[src/rtl/riscv_pkg.sv]
// Shared definitions for the instruction-memory path: loader state encoding
// and the imem geometry used by both the loader and the core's fetch port.
package riscv_pkg;

   localparam int IMEM_ADDR_W  = 8;
   localparam int IMEM_DATA_W  = 32;
   localparam int LOADER_CNT_W = 16;

   typedef enum logic [2:0] {
      ST_CNT_LO,
      ST_CNT_HI,
      ST_DATA,
      ST_CSUM,
      ST_DONE
   } loader_state_t;

endpackage

[src/rtl/imem_word_assembler.sv]
// Packs accepted bytes, LSB first, into 32-bit words and emits a one-cycle
// word_valid pulse aligned with the completed word on o_word.
module imem_word_assembler
   import riscv_pkg::*;
(
   input  logic                   i_clk,
   input  logic                   i_rst,
   input  logic                   i_clear,
   input  logic                   i_byte_valid,
   input  logic [7:0]             i_byte,
   input  logic                   i_wr_en,
   output logic                   o_lane_last,
   output logic                   o_word_valid,
   output logic [IMEM_DATA_W-1:0] o_word
);

   logic [1:0]             r_lane;
   logic [23:0]            r_shift;
   logic [IMEM_DATA_W-1:0] r_word;
   logic                   r_word_valid;

   // o_word only changes when a word completes, so it stays stable between writes
   always_ff @(posedge i_clk or posedge i_rst) begin
      if (i_rst) begin
         r_lane       <= '0;
         r_shift      <= '0;
         r_word       <= '0;
         r_word_valid <= 1'b0;
      end else begin
         r_word_valid <= 1'b0;
         if (i_clear) begin
            r_lane <= '0;
         end else if (i_byte_valid) begin
            if (r_lane == 2'd3) begin
               r_word       <= {i_byte, r_shift};
               r_word_valid <= i_wr_en;
               r_lane       <= '0;
            end else begin
               r_shift <= {i_byte, r_shift[23:8]};
               r_lane  <= r_lane + 2'd1;
            end
         end
      end
   end

   assign o_lane_last  = (r_lane == 2'd3);
   assign o_word_valid = r_word_valid;
   assign o_word       = r_word;

endmodule

[src/rtl/imem_stream_loader.sv]
// Streams a counted byte image into imem and holds the core in reset until the
// load finishes cleanly. Trailing checksum byte enabled by IMEM_LOADER_CHECKSUM_EN.
//
// state     | meaning
// ----------+-----------------------------------------------------------
// CNT_LO    | waiting for word-count low byte
// CNT_HI    | waiting for word-count high byte
// DATA      | assembling and writing data words
// CSUM      | waiting for checksum byte (checksum build only)
// DONE      | load finished; core released if no error; waits for reload
module imem_stream_loader
   import riscv_pkg::*;
#(
   parameter int ADDR_W = IMEM_ADDR_W,
   parameter int CNT_W  = LOADER_CNT_W
) (
   input  logic                   i_clk,
   input  logic                   i_rst,
   input  logic                   i_rx_valid,
   input  logic [7:0]             i_rx_data,
   output logic                   o_rx_ready,
   input  logic                   i_reload,
   output logic                   o_imem_we,
   output logic [ADDR_W-1:0]      o_imem_addr,
   output logic [IMEM_DATA_W-1:0] o_imem_wdata,
   output logic                   o_cpu_rst,
   output logic                   o_load_done,
   output logic                   o_load_err
);

   localparam logic [CNT_W:0] CAPACITY = (CNT_W+1)'(1) << ADDR_W;

   loader_state_t     r_state;
   logic              r_rx_ready;
   logic [ADDR_W-1:0] r_imem_addr;
   logic              r_cpu_rst;
   logic              r_load_done;
   logic              r_load_err;
   logic [CNT_W-1:0]  r_count;
   logic [CNT_W-1:0]  r_index;

   logic              w_accept;
   logic              w_data_byte;
   logic              w_lane_last;
   logic              w_word_end;
   logic              w_in_range;
   logic              w_last_word;
   logic              w_err_now;
   logic              w_clear;
   logic [CNT_W:0]    w_index_inc;

   assign w_accept    = i_rx_valid && r_rx_ready;
   assign w_data_byte = w_accept && (r_state == ST_DATA);
   assign w_word_end  = w_data_byte && w_lane_last;
   assign w_in_range  = ({1'b0, r_index} < CAPACITY);
   assign w_index_inc = {1'b0, r_index} + (CNT_W+1)'(1);
   assign w_last_word = (w_index_inc == {1'b0, r_count});
   assign w_err_now   = r_load_err || (w_word_end && !w_in_range);
   assign w_clear     = (r_state == ST_DONE) && i_reload;

`ifdef IMEM_LOADER_CHECKSUM_EN
   logic [7:0] r_csum;
   logic       w_csum_bad;
   assign w_csum_bad = (i_rx_data != r_csum);
`endif

   imem_word_assembler u_asm (
      .i_clk        (i_clk),
      .i_rst        (i_rst),
      .i_clear      (w_clear),
      .i_byte_valid (w_data_byte),
      .i_byte       (i_rx_data),
      .i_wr_en      (w_in_range),
      .o_lane_last  (w_lane_last),
      .o_word_valid (o_imem_we),
      .o_word       (o_imem_wdata)
   );

   // cpu_rst mirrors the error flag on entry to DONE so release happens in the first DONE cycle
   always_ff @(posedge i_clk or posedge i_rst) begin
      if (i_rst) begin
         r_state     <= ST_CNT_LO;
         r_rx_ready  <= 1'b1;
         r_imem_addr <= '0;
         r_cpu_rst   <= 1'b1;
         r_load_done <= 1'b0;
         r_load_err  <= 1'b0;
         r_count     <= '0;
         r_index     <= '0;
`ifdef IMEM_LOADER_CHECKSUM_EN
         r_csum      <= '0;
`endif
      end else begin
         case (r_state)
            ST_CNT_LO: begin
               if (w_accept) begin
                  r_count[7:0] <= i_rx_data;
                  r_state      <= ST_CNT_HI;
               end
            end
            ST_CNT_HI: begin
               if (w_accept) begin
                  r_count[CNT_W-1:8] <= i_rx_data;
                  if ({i_rx_data, r_count[7:0]} == '0) begin
`ifdef IMEM_LOADER_CHECKSUM_EN
                     r_state     <= ST_CSUM;
`else
                     r_state     <= ST_DONE;
                     r_rx_ready  <= 1'b0;
                     r_load_done <= 1'b1;
                     r_cpu_rst   <= r_load_err;
`endif
                  end else begin
                     r_state <= ST_DATA;
                  end
               end
            end
            ST_DATA: begin
`ifdef IMEM_LOADER_CHECKSUM_EN
               if (w_data_byte) begin
                  r_csum <= r_csum + i_rx_data;
               end
`endif
               if (w_word_end) begin
                  if (w_in_range) begin
                     r_imem_addr <= r_index[ADDR_W-1:0];
                  end else begin
                     r_load_err <= 1'b1;
                  end
                  r_index <= w_index_inc[CNT_W-1:0];
                  if (w_last_word) begin
`ifdef IMEM_LOADER_CHECKSUM_EN
                     r_state     <= ST_CSUM;
`else
                     r_state     <= ST_DONE;
                     r_rx_ready  <= 1'b0;
                     r_load_done <= 1'b1;
                     r_cpu_rst   <= w_err_now;
`endif
                  end
               end
            end
`ifdef IMEM_LOADER_CHECKSUM_EN
            ST_CSUM: begin
               if (w_accept) begin
                  r_load_err  <= r_load_err || w_csum_bad;
                  r_state     <= ST_DONE;
                  r_rx_ready  <= 1'b0;
                  r_load_done <= 1'b1;
                  r_cpu_rst   <= r_load_err || w_csum_bad;
               end
            end
`endif
            ST_DONE: begin
               if (i_reload) begin
                  r_state     <= ST_CNT_LO;
                  r_rx_ready  <= 1'b1;
                  r_cpu_rst   <= 1'b1;
                  r_load_done <= 1'b0;
                  r_load_err  <= 1'b0;
                  r_count     <= '0;
                  r_index     <= '0;
`ifdef IMEM_LOADER_CHECKSUM_EN
                  r_csum      <= '0;
`endif
               end
            end
            default: r_state <= ST_CNT_LO;
         endcase
      end
   end

   assign o_rx_ready  = r_rx_ready;
   assign o_imem_addr = r_imem_addr;
   assign o_cpu_rst   = r_cpu_rst;
   assign o_load_done = r_load_done;
   assign o_load_err  = r_load_err;

endmodule

[config.mk]
export PLATFORM = sky130hd
export DESIGN_NAME = imem_stream_loader
export DESIGN_NICKNAME = d
export VERILOG_FILES = /design/src/rtl/riscv_pkg.sv /design/src/rtl/imem_word_assembler.sv /design/src/rtl/imem_stream_loader.sv
export SDC_FILE = /design/constraint.sdc
export NUM_CORES = 1
export LEC_CHECK = 0
export ABC_AREA = 1
export BUFFER_PORTS_ARGS = -buffer_cell sky130_fd_sc_hd__buf_4
export CAP_MARGIN = 20
export CELL_PAD_IN_SITES_DETAIL_PLACEMENT = 1
export CELL_PAD_IN_SITES_GLOBAL_PLACEMENT = 1
export CORE_MARGIN = 10
export CORE_UTILIZATION = 44
export DETAILED_ROUTE_END_ITERATION = 8
export MAX_ROUTING_LAYER = met4
export PLACE_DENSITY = 0.77
export SLEW_MARGIN = 15
export SYNTH_ARGS = -nofsm -noshare
export SYNTH_HDL_FRONTEND = slang
export SYNTH_SLANG_ARGS = --single-unit
[constraint.sdc]
create_clock -name i_clk -period 4.6 [get_ports i_clk]
set_input_delay 0.92 -clock i_clk [delete_from_list [all_inputs] [get_ports i_clk]]
set_output_delay 0.92 -clock i_clk [all_outputs]
set_load 0.01 [all_outputs]
* After elaboration in Yosys (flattened, before gate mapping) *
Index checks and enable logic that the tools add are counted.

storage, ports and cells
  output and inout port bits = 45
  bits in registers = 106
  input bits = 12

operators by class
  bitwise logic cells = 2
  equal/unequal tests = 12
  add/sub/neg operators = 2
  order comparisons = 1
  multiplexer cells = 39
  reductions and logical operators = 23

operator list
  kind                                                          count
  2-to-1 mux 16 bit                                             2
  case mux 16 bit (2 select lines)                              1
  case mux 8 bit (2 select lines)                               2
  2-to-1 mux 1 bit                                              19
  2-to-1 mux 3 bit                                              6
  AND reduction 3 bit                                           6
  adder 16 x 1 -> 17 bit (second input constant)                1
  equality test 17 x 16 -> 1 bit                                1
  zero test 16 bit                                              1
  less-than comparator 16 x 9 -> 1 bit (second input constant)  1
  != test 2 bit (second input constant)                         7
  case mux 3 bit (4 select lines)                               1
  case mux 1 bit (3 select lines)                               3
  2-to-1 mux 8 bit                                              1
  nonzero test 2 bit                                            4
  2-to-1 mux 2 bit                                              3
  AND reduction 6 bit                                           1
  logical AND 1 bit                                             5
  AND reduction 5 bit                                           1
  AND reduction 4 bit                                           1
  equality test 3 x 1 -> 1 bit (second input constant)          1
  equality test 3 x 2 -> 1 bit (second input constant)          1
  equality test 3 bit (second input constant)                   1
  zero test 3 bit                                               1
  other kinds (7)                                               8

* Longest topological paths before layout *
  depth in word-level cells = 8
  mapped depth = 16
  mapped depth without buffers = 16

* By module *
Synthesis repeated with hierarchy kept, for this count alone.

second synthesis, totals
  cell total of the unflattened synthesis = 609
  area total of the unflattened synthesis = 5133.7 µm²

modules (own cells, without submodules)
  module               instances  cells an instance  area an instance (µm²)
  imem_stream_loader   1          346                2690.1
  imem_word_assembler  1          263                2443.6

* Worst setup path after synthesis *
OpenSTA, ideal clock, no wires.

  path kind = input to register
  start point = input i_rx_valid
  end point = register r_index[4]
  setup time = 127 ps
  buffers on the path = 2
  cell stages on the path = 9
  path slack = 2642 ps
  arrival time = 1831 ps
  required time = 4473 ps
  cells stage by stage = nand2_1 -> nor2_2 -> inv_2 -> nor2_2 -> inv_2 -> buf_2 -> nand2_2 -> buf_2 -> o21ai_0

between the ends
  longest elaborated chain between the ends = 5

RTL lines
  element                        RTL line                   text
  from (decl)                    imem_stream_loader.sv:19   input logic i_rx_valid,
  logical AND 1 bit              imem_stream_loader.sv:52   assign w_accept = i_rx_valid && r_rx_ready;
  logical AND 1 bit              imem_stream_loader.sv:53   assign w_data_byte = w_accept && (r_state == ST_DATA);
  logical AND 1 bit              imem_stream_loader.sv:54   assign w_word_end = w_data_byte && w_lane_last;
  != test 2 bit (no line)        n/a
  AND reduction 3 bit (no line)  n/a
  to (signal assigned)           imem_stream_loader.sv:130  r_index <= w_index_inc[CNT_W-1:0];
  to (decl)                      imem_stream_loader.sv:40   logic [CNT_W-1:0] r_index;

No other way between the ends.
A chain may end at the register's enable or synchronous reset.

* Final worst setup path *
  start point = register r_state[0]
  end point = register r_imem_addr[7], in the netlist o_imem_addr[7]

between the ends
  longest elaborated chain between the ends = 4

RTL lines
  element                          RTL line                                            text
  from (decl)                      imem_stream_loader.sv:33                            loader_state_t r_state;
  from (signal assigned)           imem_stream_loader.sv:82                            r_state <= ST_CNT_LO;
  from (signal assigned)           imem_stream_loader.sv:98                            r_state <= ST_CNT_HI;
  from (signal assigned)           imem_stream_loader.sv:108                           r_state <= ST_DONE;
  equality test 3 x 2 -> 1 bit *   imem_stream_loader.sv:53, imem_stream_loader.sv:94
  logical AND 1 bit                imem_stream_loader.sv:53
  logical AND 1 bit                imem_stream_loader.sv:54
  AND reduction 3 bit (no line) *  n/a
  to (signal assigned)             imem_stream_loader.sv:126                           r_imem_addr <= r_index[ADDR_W-1:0];
  to (decl)                        imem_stream_loader.sv:35                            logic [ADDR_W-1:0] r_imem_addr;

Mark *: on every way between the ends. The rest lies on a longest branch, timed or not.

==> metrics.md <==
| Metric | Value |
|---|---|
| Worst-Margin Slew | about 0.8 ns |
| PwrDens | 464 nW/um^2 |
| First-pass GRT wire length | between 20000 and 25000 um |
| Net Count, Synth | between 500 and 600 |
| Synth Instances | between 500 and 600 |
| Post-route minimum period | approximately 2.7 ns |
| Detailed Routing Iterations Pass 1 | 4 |
| Worst path max stage delay | approximately 0.49 ns |
| Max clock buf depth | 2 |
| Fmax | 368 MHz |
| Cell count of the worst hold path | 2 |
| Wire per inst | between 15 and 20 um |
| Post-synth EDFFs | 0 |
| Comb power frac | 27.5% |
| Ranking of synthesized cells by area | dfrtp_1 (53%), nand2_1 (12%), o21ai_0 (7.5%), inv_1 (6.2%), nand3_1 (5.3%) |
| Via density | approximately 5.3 |
| Synthesized area | a little under 5000 um^2 |
| Setup TNS | 0 ns |
| Hold Buf Count CTS | 0 |
| CP required | 4.85 ns |
| Flop pwr share | around half |
| Status | complete, no violations |
| Post-route ant nets | 0 |
| RD Place Congestion | about 0.9 |
| Synthesis-to-finish area growth | 15.7% |
| Initial core utilization | roughly 45% |
| DRC | 0 |
| Initial antenna violation count | 0 |
| Max cap viols | 0 |
| Critical Path AT | about 3.0 ns |
| Worst-Skew Late Latency | between 0.3 and 0.4 ns |
| Sw Share | between 30 and 40% |
| Top cells by count, synth | nand2_1 (151), dfrtp_1 (104), inv_1 (80) |
| Crit-path cells | nor3_4, inv_2, nor2_2, inv_2, nor2_2, inv_2, nor2_2, inv_1, nand2_1, o21ai_1 |
| Ant diodes | 0 |
| HP Start | o_load_done |
| Net Switching | 946 uW |
| Initial DRC count | around 190 |
| Leak Pwr | 0.00274 uW |
| Worst slew margin | a little under half |
| Clock root buffer master | clkbuf_8 |
| Remaining global-route overflow | 0 |
| Period utilization | between 50% and 60% |
| Reg-to-reg startpoint | r_state[0] |
| Sink Count | 106 |
| Buffer count from post-CTS setup fixing | 0 |
| Resized Gates After CTS | 0 |
| Pin count of the biggest net entering global routing | slightly above 80 |
| Average size of a mapped cell | approximately 8.4 um^2 |
| TritonCTS Buffers | 9 |
| Layout Skew | about 0.012 ns |
| Netlist cell types | 29 |
| Hold/Removal Path Class | flip-flop to flip-flop |
| Critical path capture point type | flip-flop |
| Die Area | approximately 16000 um^2 |
| Main synth FF type | dfrtp_1 |
| Clock transition at path regs | ~0.1 ns |
| Overall Global Routing Usage | between 10% and 20% |
| FP Rows | 38 |
| Final WL | 13200 um |
| Final hold violations | 0 |
| Die Span Y | 125 um |
| Leading area contributor after synthesis | dfrtp_1 |
| CP Launch Type | flip-flop |
| Core area | approximately 11000 um^2 |
| HPWL after DPL | 9660 um |
| Via count | approximately 4000 |
| Yosys reg bits | ~110 |
| YS warnings | 0 |
| Asr flop ratio synth | between 90% and 100% |
| PortBufs | 56 |
| Final Max Tran Viols | 0 |
| Vias in the first global route | 4288 |
| Worst r2r path cells | 10 |
| TritonCTS clock tree | done |
| Setup Slack @ Placement | about 1.6 ns |
| Clock Power Share | a little under a quarter |
| Most frequent cell after synthesis | nand2_1 |
| Final setup fails | 0 |
| I/O Pins | between 50 and 60 |
| Largest fanout on the critical path | 33 |
| Top-area cell type share of the netlist area | approximately 53% |
| CP Class | flip-flop to flip-flop |
| Layout cell share with drive strength beyond 1 | 15.9% |
| Die X | around 130 um |
| H-Tree Depth | 3 |
| Internal | 1670 uW |
| Maximum vdd drop | around 260 uV |
| Seq/Total Area, Yosys | between 50% and 60% |
| Net count, final | ~650 |
| RSZ-0062 raised after global routing | false |
| WHS Endpoint | o_load_done |
| CP max-delay cell | nor2_2 |
| Reg2reg end | o_imem_addr[7] |
| FF-to-FF setup slack | between 1.5 and 2 ns |
| Setup ws final | roughly 1.9 ns |
-- final cells by class --
class	instances	area [um^2]
Clock inverter	6	73.8
Tap cell	140	175
Multi-Input combinational cell	374	1820
Sequential cell	106	2660
Fill cell	1305	5200
Timing Repair Buffer	60	470
Inverter	84	318
Clock buffer	10	128
-- stage by stage --
stage,hold slack (ns),total power [uW],util (%),area (um^2),cells
after floorplan,0.453,1800,-,4870,583
after global placement,0.451,1990,49.9,5410,763
after detailed placement,0.471,2030,49.9,5410,763
after CTS,0.498,2630,51.8,5610,779
after global routing,0.510,2810,52.0,5640,780
final,0.488,2620,52.0,5640,780
-- worst max-delay path: cells and delay by family, from the launching register on --
kind,cells,cell delay (ns)
AND/OR/NAND/NOR,5,1.31
AO/OA/AOI/OAI,1,0.07
buffers and inverters,4,0.78
flip-flops,1,0.43
-- registers in the layout (all words and copies together), names as in the netlist --
register	flops
o_cpu_rst	1
u_asm.r_shift	24
u_asm.o_word_valid	1
u_asm.r_lane	2
o_load_done	1
r_index	16
r_state	3
o_load_err	1
o_imem_addr	8
o_rx_ready	1
u_asm.o_word	32
r_count	16
-- routing by layer --
| metal | GRT usage, % | part of all wire (%) | vias up |
|---|---|---|---|
| li1 | - | - | 1988 |
| met1 | 23.4 | 49 | 2019 |
| met2 | 25.5 | 46 | 76 |
| met3 | 2.75 | 3.4 | 18 |
| met4 | 5.08 | 1.5 | 0 |
| met5 | - | 0 | - |
-- worst max-delay path by stage --
stage / startpoint / endpoint / slack, ns / cells after the start
2_1_floorplan: i_rst / o_imem_addr[0] / 0.89 / 1
3_3_place_gp: i_rx_valid / r_index[9] / 1.71 / 8
3_5_place_dp: i_rx_valid / o_imem_addr[1] / 1.57 / 10
4_1_cts: r_state[0] / o_imem_addr[7] / 1.88 / 10
5_1_grt: r_state[0] / o_imem_addr[6] / 1.64 / 10
6_report: r_state[0] / o_imem_addr[7] / 1.89 / 10
-- power groups by stage --
| stage | clock network [uW] | logic (uW) | registers (uW) |
|---|---|---|---|
| 2_1_floorplan | 0 | 534 | 1270 |
| 3_3_place_gp | 0 | 696 | 1290 |
| 3_5_place_dp | 0 | 721 | 1300 |
| 4_1_cts | 616 | 726 | 1290 |
| 5_1_grt | 659 | 835 | 1310 |
| 6_report | 610 | 720 | 1290 |
-- cell usage in the layout, fill, tap and decap left out, types with 2 or more instances in the layout --
cell type / count
nor2_1: 18
dfrtp_1: 104
nand3_2: 2
o21ai_0: 73
nand4_1: 13
inv_2: 4
nand2_2: 4
ha_1: 2
clkbuf_8: 9
nor4_1: 6
nor2_2: 8
dfstp_2: 2
nor2_4: 4
buf_4: 59
nand3_1: 52
inv_8: 2
o21a_1: 2
xor2_1: 3
o21ai_1: 15
o22ai_1: 14
nand2_1: 151
inv_1: 79
-- logic make-up after synthesis --
family / share of synthesized area [%]
and+or+nand+nor: 24.4
AOI/OAI and AO/OA: 11.4
DFF: 54.5
buffers and inverters: 8.21
xor gates and xnor gates: 1.00
adders and majority gates: 0.513
Note: power is estimated with default switching activity, not from simulation.
